## config.mk

```make
export PLATFORM = sky130hd
export DESIGN_NAME = map_port_arbiter
export DESIGN_NICKNAME = d
export VERILOG_FILES = /design/src/rtl/map_port_arbiter.sv
export SDC_FILE = /design/constraint.sdc
export NUM_CORES = 1
export LEC_CHECK = 0
export CAP_MARGIN = 20
export CORE_AREA = 2 2 267 164
export CTS_CLUSTER_DIAMETER = 30
export DETAILED_ROUTE_END_ITERATION = 10
export DIE_AREA = 0 0 269 166
export PLACE_DENSITY = 0.76
export SLEW_MARGIN = 40
export SYNTH_ARGS = -nofsm -noshare
export SYNTH_HDL_FRONTEND = slang
export SYNTH_SLANG_ARGS = --single-unit
export TNS_END_PERCENT = 50
```

## constraint.sdc

```tcl
create_clock -name CLOCK_50 -period 7.8 [get_ports CLOCK_50]
set_input_delay 1.56 -clock CLOCK_50 [delete_from_list [all_inputs] [get_ports CLOCK_50]]
set_output_delay 1.56 -clock CLOCK_50 [all_outputs]
set_load 0.01 [all_outputs]
```

## src/rtl/map_port_arbiter.sv

```systemverilog
`default_nettype none
// ============================================================================
// Module   : map_port_arbiter
// Purpose  : Round-robin arbiter that serialises read-modify-write updates of
//            4-bit tile codes in a 30x40 maze map. Each 160-bit RAM word holds
//            one map row, and column c occupies bits [159-4c:156-4c].
//            Every accepted request reads its row, replaces one nibble and
//            writes the row back. It then pulses done together with the old
//            tile code.
// Revision : 1.0 - initial release
// ----------------------------------------------------------------------------
// Ports
//   CLOCK_50   in   1          sole clock, rising edge
//   reset      in   1          asynchronous, active-low
//   req        in   NREQ       per-requester request level
//   req_row    in   NREQ*5     row per requester (slice i = [5i+4:5i])
//   req_col    in   NREQ*6     column per requester (slice i = [6i+5:6i])
//   req_val    in   NREQ*4     new tile code per requester
//   hold       in   1          blocks acceptance of a new transaction
//   gnt        out  NREQ       one-hot grant for RD..WR
//   done       out  NREQ       one-cycle completion pulse
//   rd_old     out  4          previous tile code, valid with done
//   err        out  1          rejected request (column >= 40), with done
//   ram_addr   out  5          map RAM port-B address (row)
//   ram_wdata  out  160        map RAM port-B write data
//   ram_wren   out  1          map RAM port-B write enable
//   ram_rdata  in   160        map RAM port-B read data
//   busy       out  1          high whenever the FSM is not idle
// ============================================================================
module map_port_arbiter #(
  parameter int NREQ   = 3,
  parameter int RD_LAT = 2
) (
  input  logic                CLOCK_50,
  input  logic                reset,
  input  logic [NREQ-1:0]     req,
  input  logic [NREQ*5-1:0]   req_row,
  input  logic [NREQ*6-1:0]   req_col,
  input  logic [NREQ*4-1:0]   req_val,
  input  logic                hold,
  output logic [NREQ-1:0]     gnt,
  output logic [NREQ-1:0]     done,
  output logic [3:0]          rd_old,
  output logic                err,
  output logic [4:0]          ram_addr,
  output logic [159:0]        ram_wdata,
  output logic                ram_wren,
  input  logic [159:0]        ram_rdata,
  output logic                busy
);

  localparam int c_PW = (NREQ > 1) ? $clog2(NREQ) : 1;
  localparam int c_CW = (RD_LAT > 1) ? $clog2(RD_LAT) : 1;
  localparam logic [c_CW-1:0] c_LAST = c_CW'(RD_LAT - 1);

  typedef enum logic [1:0] {
    S_IDLE = 2'd0,
    S_RD   = 2'd1,
    S_WR   = 2'd2,
    S_DONE = 2'd3
  } state_t;

  state_t            r_state;
  logic [c_PW-1:0]   r_ptr;
  logic [c_CW-1:0]   r_cnt;
  logic [NREQ-1:0]   r_oh;
  logic [4:0]        r_row;
  logic [5:0]        r_col;
  logic [3:0]        r_val;
  logic [159:0]      r_word;

  logic              w_found;
  int                w_sel;
  logic [NREQ-1:0]   w_sel_oh;
  logic [4:0]        w_row;
  logic [5:0]        w_col;
  logic [3:0]        w_val;
  logic [c_PW-1:0]   w_ptr_nxt;
  logic [7:0]        w_lo;
  logic [159:0]      w_merged;
  logic [3:0]        w_old;

  // Round-robin pick: first requesting index at or after r_ptr, wrapping.
  always_comb begin
    w_found = 1'b0;
    w_sel   = 0;
    for (int k = 0; k < NREQ; k++) begin
      if (!w_found && req[(int'(r_ptr) + k) % NREQ]) begin
        w_found = 1'b1;
        w_sel   = (int'(r_ptr) + k) % NREQ;
      end
    end
  end

  always_comb begin
    w_sel_oh        = '0;
    w_sel_oh[w_sel] = 1'b1;
  end

  assign w_row     = req_row[5*w_sel +: 5];
  assign w_col     = req_col[6*w_sel +: 6];
  assign w_val     = req_val[4*w_sel +: 4];
  assign w_ptr_nxt = c_PW'((w_sel + 1) % NREQ);

  // Column 0 sits in the most significant nibble of the row word.
  assign w_lo = 8'd156 - {r_col, 2'b00};

  always_comb begin
    w_merged          = ram_rdata;
    w_merged[w_lo +: 4] = r_val;
  end

  assign w_old = r_word[w_lo +: 4];

  always_ff @(posedge CLOCK_50 or negedge reset) begin
    if (!reset) begin
      r_state   <= S_IDLE;
      r_ptr     <= '0;
      r_cnt     <= '0;
      r_oh      <= '0;
      r_row     <= '0;
      r_col     <= '0;
      r_val     <= '0;
      r_word    <= '0;
      gnt       <= '0;
      done      <= '0;
      rd_old    <= '0;
      err       <= 1'b0;
      ram_addr  <= '0;
      ram_wdata <= '0;
      ram_wren  <= 1'b0;
      busy      <= 1'b0;
    end else begin
      case (r_state)
        S_IDLE: begin
          if (!hold && w_found) begin
            r_ptr <= w_ptr_nxt;
            r_oh  <= w_sel_oh;
            r_row <= w_row;
            r_col <= w_col;
            r_val <= w_val;
            busy  <= 1'b1;
            if (w_col <= 6'd39) begin
              r_state  <= S_RD;
              r_cnt    <= '0;
              gnt      <= w_sel_oh;
              ram_addr <= w_row;
            end else begin
              // Out-of-map column: skip the RAM entirely and report it.
              r_state <= S_DONE;
              done    <= w_sel_oh;
              err     <= 1'b1;
              rd_old  <= '0;
            end
          end
        end
        S_RD: begin
          if (r_cnt == c_LAST) begin
            // Last read cycle: capture the row and stage the merged write.
            r_word    <= ram_rdata;
            ram_wdata <= w_merged;
            ram_wren  <= 1'b1;
            r_state   <= S_WR;
          end else begin
            r_cnt <= r_cnt + 1'b1;
          end
        end
        S_WR: begin
          ram_wren  <= 1'b0;
          ram_wdata <= '0;
          ram_addr  <= '0;
          gnt       <= '0;
          done      <= r_oh;
          rd_old    <= w_old;
          r_state   <= S_DONE;
        end
        S_DONE: begin
          done    <= '0;
          err     <= 1'b0;
          rd_old  <= '0;
          busy    <= 1'b0;
          r_state <= S_IDLE;
        end
        default: begin
          r_state <= S_IDLE;
        end
      endcase
    end
  end

endmodule
`default_nettype wire

```

# --- Yosys cells after proc, flatten, opt, wreduce, memory -nomap -nowiden ---
# Cells that the tools add are included.
op_classes:
  n_lt_le_gt_ge: 6
  mul: 2
  muxes: 47
  n_addsub: 6
  n_div: 4
  n_reduce_logical: 22
  n_shift: 6
  n_eq_ne: 7
op_table:
  columns: ["cell", "count"]
  rows:
  - ["$pmux W160 S2", 1]
  - ["$bwmux W160", 1]
  - ["$mux W160", 1]
  - ["$shift A4 B10 Y160 const A", 1]
  - ["$shiftx A160 B9 Y4", 1]
  - ["$shiftx A4 B10 Y160", 1]
  - ["$lt A32 B4 Y1 const B", 4]
  - ["$mod A32 B3 Y32 const B", 3]
  - ["$mux W32", 3]
  - ["$add A32 B2 Y32 const B", 1]
  - ["$ge A32 B1 Y1 const B", 1]
  - ["$mod A3 B3 Y32 const B", 1]
  - ["$mul A3 B32 Y31 const A", 1]
  - ["$mul A4 B32 Y32 const A", 1]
  - ["$shiftx A12 B32 Y4", 1]
  - ["$shiftx A15 B32 Y5", 1]
  - ["$shiftx A18 B32 Y6", 1]
  - ["$mux W1", 17]
  - ["$mux W3", 4]
  - ["$pmux W4 S3", 1]
  - ["$reduce_and A3 Y1", 4]
  - ["$mux W5", 2]
  - ["$neg A8 Y10", 1]
  - ["$pmux W5 S2", 1]
  - ["22 further kinds", 46]
totals:
  reg_bits: 356

# --- Longest topological paths before layout ---
logic_depth:
  ltp_word: 18
  ltp_mapped: 37

# --- Worst setup path before layout ---
# No wires, ideal clock.
synth_path:
  path_kind: "in2reg"
  start: "input req[0]"
  end: "register r_ptr[0]"
  cell_stages: 35
  setup_time_ps: 65
  t_arrival_ps: 8380
  n_path_buf: 4
  required_ps: 7735
  slack_ps: -645
  cell_sequence: "clkbuf_2 mux2i_1 o21a_1 clkbuf_1 o21ai_0 a21oi_2 clkbuf_1 clkbuf_1 ha_1 and2_1 a31oi_1 a21boi_0 o21ai_0 mux2i_1 a32oi_1 nor3b_1 nor2_1 and3_4 nor3_2 a22o_1 inv_1 ha_1 inv_1 nand4_1 and2_1 ha_1 inv_1 o211a_1 and2_1 xnor2_1 ha_1 a221oi_1 nand4_1 mux2_2 nand2_1"
synth_between:
  elab_chain_cells: 12
synth_lines:
  columns: ["element", "line_no", "text"]
  rows:
  - ["start: declaration", "36", "input logic [NREQ-1:0] req,"]
  - ["$bmux W1 S2", "88", "if (!w_found && req[(int'(r_ptr) + k) % NREQ]) begin"]
  - ["$mux W1 (implied by the code) (2 in series)", "88", null]
  - ["$mux W1", "88", null]
  - ["$logic_not A1 Y1", "88", null]
  - ["$logic_and A1 B1 Y1", "88", null]
  - ["$mux W1", "88", null]
  - ["$logic_not A1 Y1", "88", null]
  - ["$logic_and A1 B1 Y1", "88", null]
  - ["$mux W32 or $mux W1 (tied branches)", "88", null]
  - ["$add A32 B2 Y32 or $logic_and A1 B1 Y1 (tied branches)", "103, 136", null]
  - ["$mod A32 B3 Y32 or $reduce_and A2 Y1 (tied branches)", null, null]
  - ["end signal: assignment", "137", "r_ptr <= w_ptr_nxt;"]
  - ["end: declaration", "64", "logic [c_PW-1:0] r_ptr;"]
# Parallel ways exist; a longest one is shown, timed or not. The select of a mux whose other input is x is not followed.
# A chain may end at the register's enable or synchronous reset.

# --- Worst setup path after layout ---
layout_path:
  start: "input req[1]"
  end: "register r_ptr[0]"
# The elaborated chain is that of the path after synthesis.

==> results.cfg <==
[worst_setup_path]
worst_ep_arrival_time_ps = 7920
cp_top_family = simple AND/OR/NAND/NOR gates
r2r_start = r_ptr[1]
r2r_slack_ps = 600
crit_buf_inv = 8
slowest_delay_ps = 650
worstSetupPathType = primary input to flop
critical_path_required_ps = 8320
cp-end-kind = flop
crit_slowest_cell = or4b_2
startpoint = req[1]
reg2reg_to = r_ptr[0]
critical_path.startpoint_type = primary input
path_max_fanout = 5
reg2regPathDepth = 35

[outcome]
outcome = completed

[flow_run]
drv_cap = 0

[hold_path]
hold_end = ram_wdata[35]
hp-class = flop to flop
whs_path_depth = 2
hp-start = ram_wdata[35]

[final_layout]
fillers = 3227
instances_no_fill = 2866
drive_gt1_share_pct = 21.0
final_net_count = 2482
areaGrowthSynthToFinish_pct = 36.9
post-route-util_pct = 63.1

[sta]
slew_violations = 0
hold_viol = 0
skew_ps = 32.8
fin_crit_sh_pct = 94.9
relSlewSlack_pct = 44.1
fmax_ghz = 0.135
setup_viol = 0
worst_slew_pin_slew_ps = 836
rsz0062_at_grt = no
period_needed_ps = 7400

[placed_design]
dp.cells = 2741
io_buffer_count = 388
finalWeightedCongestion = 0.941
dpl.hpwl_mm = 52.1

[logic_synthesis]
syn_area_per_cell_um2 = 10.9
ys_seq_area_share_pct = 45.5
synth-warning-count = 0
synthTopCellsByArea = dfrtp_1 46%, mux2i_1 10%, mux2_2 9.3%, mux4_2 6.6%, o21ai_0 5.2%
synth_flop_cell = dfrtp_1
syn-num-nets = 2055
yosysTopAreaCell = dfrtp_1
synthesis.area_um2 = 19600
yosysUniqueCellTypes = 86
async_flop_share_pct = 100
synth_top_area_share_pct = 45.5
synth_edf_count = 0
yosys_register_bits = 356
synth_cells = 1799

[die]
die_h_um = 166
rows = 59
die_w_um = 269
design.die.area_um2 = 44700
start_util_pct = 46.1
coreArea_um2 = 42400
io_pins = 389

[detailed_routing]
ant_nets = 0
post_drt_wl_per_cell_um = 24.6
first_iter_violations = 1765
vias_per_cell = 5.93
vias = 17000
drc = 0
dr.pass1.iters = 8
drt-total-wl_mm = 70.5

[clock_network]
cts-buffers-inserted = 59
clock-root-buffer = clkbuf_16
cts_tree = yes
htreeDepth = 2
clkLatencyLatePin_ps = 610
cts_hold_buf = 0
clkTransAtPathRegs_ps = 50
cts_sinks = 356
clockBufferDepth = 3

[grt]
grt_max_degree = 153
overflow = 0
grt_usage_pct = 31.2
antenna_found_initial = 11
grt_pass1_vias = 16900
grt_pass1_wl_mm = 105

[power]
power_density_nw_per_um2 = 491
finalPower_mw = 13.1
ir_drop_uv = 412
p_leak_nw = 11.5
flip-flops by register name (all words and copies together) (netlist names):
signal / cells
ram_addr: 5
r_cnt: 1
ram_wdata: 160
r_val: 4
r_ptr: 2
r_state: 2
err: 1
done: 3
rd_old: 4
ram_wren: 1
busy: 1
gnt: 3
r_col: 6
r_word: 160
r_oh: 3
cells in the final DEF (no fill, tap or decap), drive strengths merged, types with 6 or more instances in the layout:
master,synthesis,final
o22ai,13,13
clkinv,1,19
clkdlybuf4s50,0,385
nor2b,9,9
dfrtp,356,356
clkinvlp,0,6
o31ai,8,8
nor2,55,55
mux4,57,57
inv,38,52
a21oi,39,39
a32oi,8,8
diode,0,10
xnor2,24,24
or2,6,6
nand2b,13,13
ha,43,43
mux2,162,162
nor3,9,9
and2,32,32
o21ai,206,206
a211oi,6,6
and3,14,14
clkbuf,101,69
nand4,10,10
xor2,6,6
nand2,257,257
buf,14,94
mux2i,203,203
nand3,32,32
kinds of logic after synthesis:
family          Yosys count  synth area share (%)
fa+ha+maj                45                  2.95
simple gates            467                  11.1
mux                     422                  26.3
xor+xnor                 30                  1.34
compound gates          325                  9.84
flops                   356                  45.5
buf+inv                 154                  3.01
through the flow:
stage	instance area, um^2	hold slack [ps]	setup TNS, ps	setup WS, ps
2_1_floorplan	19600	450	0	6.94
3_3_place_gp	24500	462	-63.3	-63.3
3_5_place_dp	24500	469	-626	-375
4_1_cts	26600	481	0	206
5_1_grt	26800	502	0	12.8
6_report	26800	475	0	401
synthesized netlist by cell type (all sizes together), types with 6 or more instances:
master  instances
nand4          10
buf            14
mux4           57
xor2            6
a21oi          39
dfrtp         356
nor2           55
ha             43
o22ai          13
mux2i         203
nand3          32
clkbuf        101
mux2          162
o21ai         206
nor2b           9
xnor2          24
a211oi          6
o31ai           8
or2             6
and3           14
inv            38
and2           32
a32oi           8
nor3            9
nand2b         13
nand2         257
worst max-delay path by stage:
stage,to,slack [ps],cells past startpoint
floorplan,r_ptr[0],7,33
global placement,r_ptr[0],-60,35
detailed placement,r_ptr[0],-380,35
CTS,r_ptr[0],210,35
global route,r_ptr[0],10,34
finish,r_ptr[0],400,34
power breakdown:
| group | leakage, nW | switching, mW | internal, mW |
|---|---|---|---|
| sequential | 4.48 | 0.571 | 2.69 |
| clock | 1.02 | 1.04 | 1.67 |
| combinational | 5.98 | 3.85 | 3.33 |
metal layers:
layer | global-route usage, % | wire length (um) | part of all wire [%]
met1 | 44.7 | 29800 | 42
met4 | 11.1 | 2700 | 3.8
met3 | 9.65 | 8140 | 12
met5 | 0 | 13 | 0.018
met2 | 44.7 | 29900 | 42
cell type report:
cell class	instances	area (um^2)	share of cell area [%]
antenna	10	25.0	0.0934
clock buffer	69	1590	5.95
clock inverter	43	520	1.94
inverter	39	146	0.546
multi-input combinational	1289	10200	38.1
sequential	356	8910	33.3
tap	579	724	2.70
timing repair buffer	481	4660	17.4
worst min-delay path: cells and delay by family (launching register included):
| kind | cells | cell delay [ps] |
|---|---|---|
| flops | 1 | 330 |
| compound gates | 1 | 60 |
| simple gates | 1 | 50 |
timing repair:
item / CTS / global route
setup endpoints to repair: 0 / 2
gates resized for setup: 0 / 15
setup buffers: 0 / 1
No activity file was read; power rests on OpenSTA's default activity.
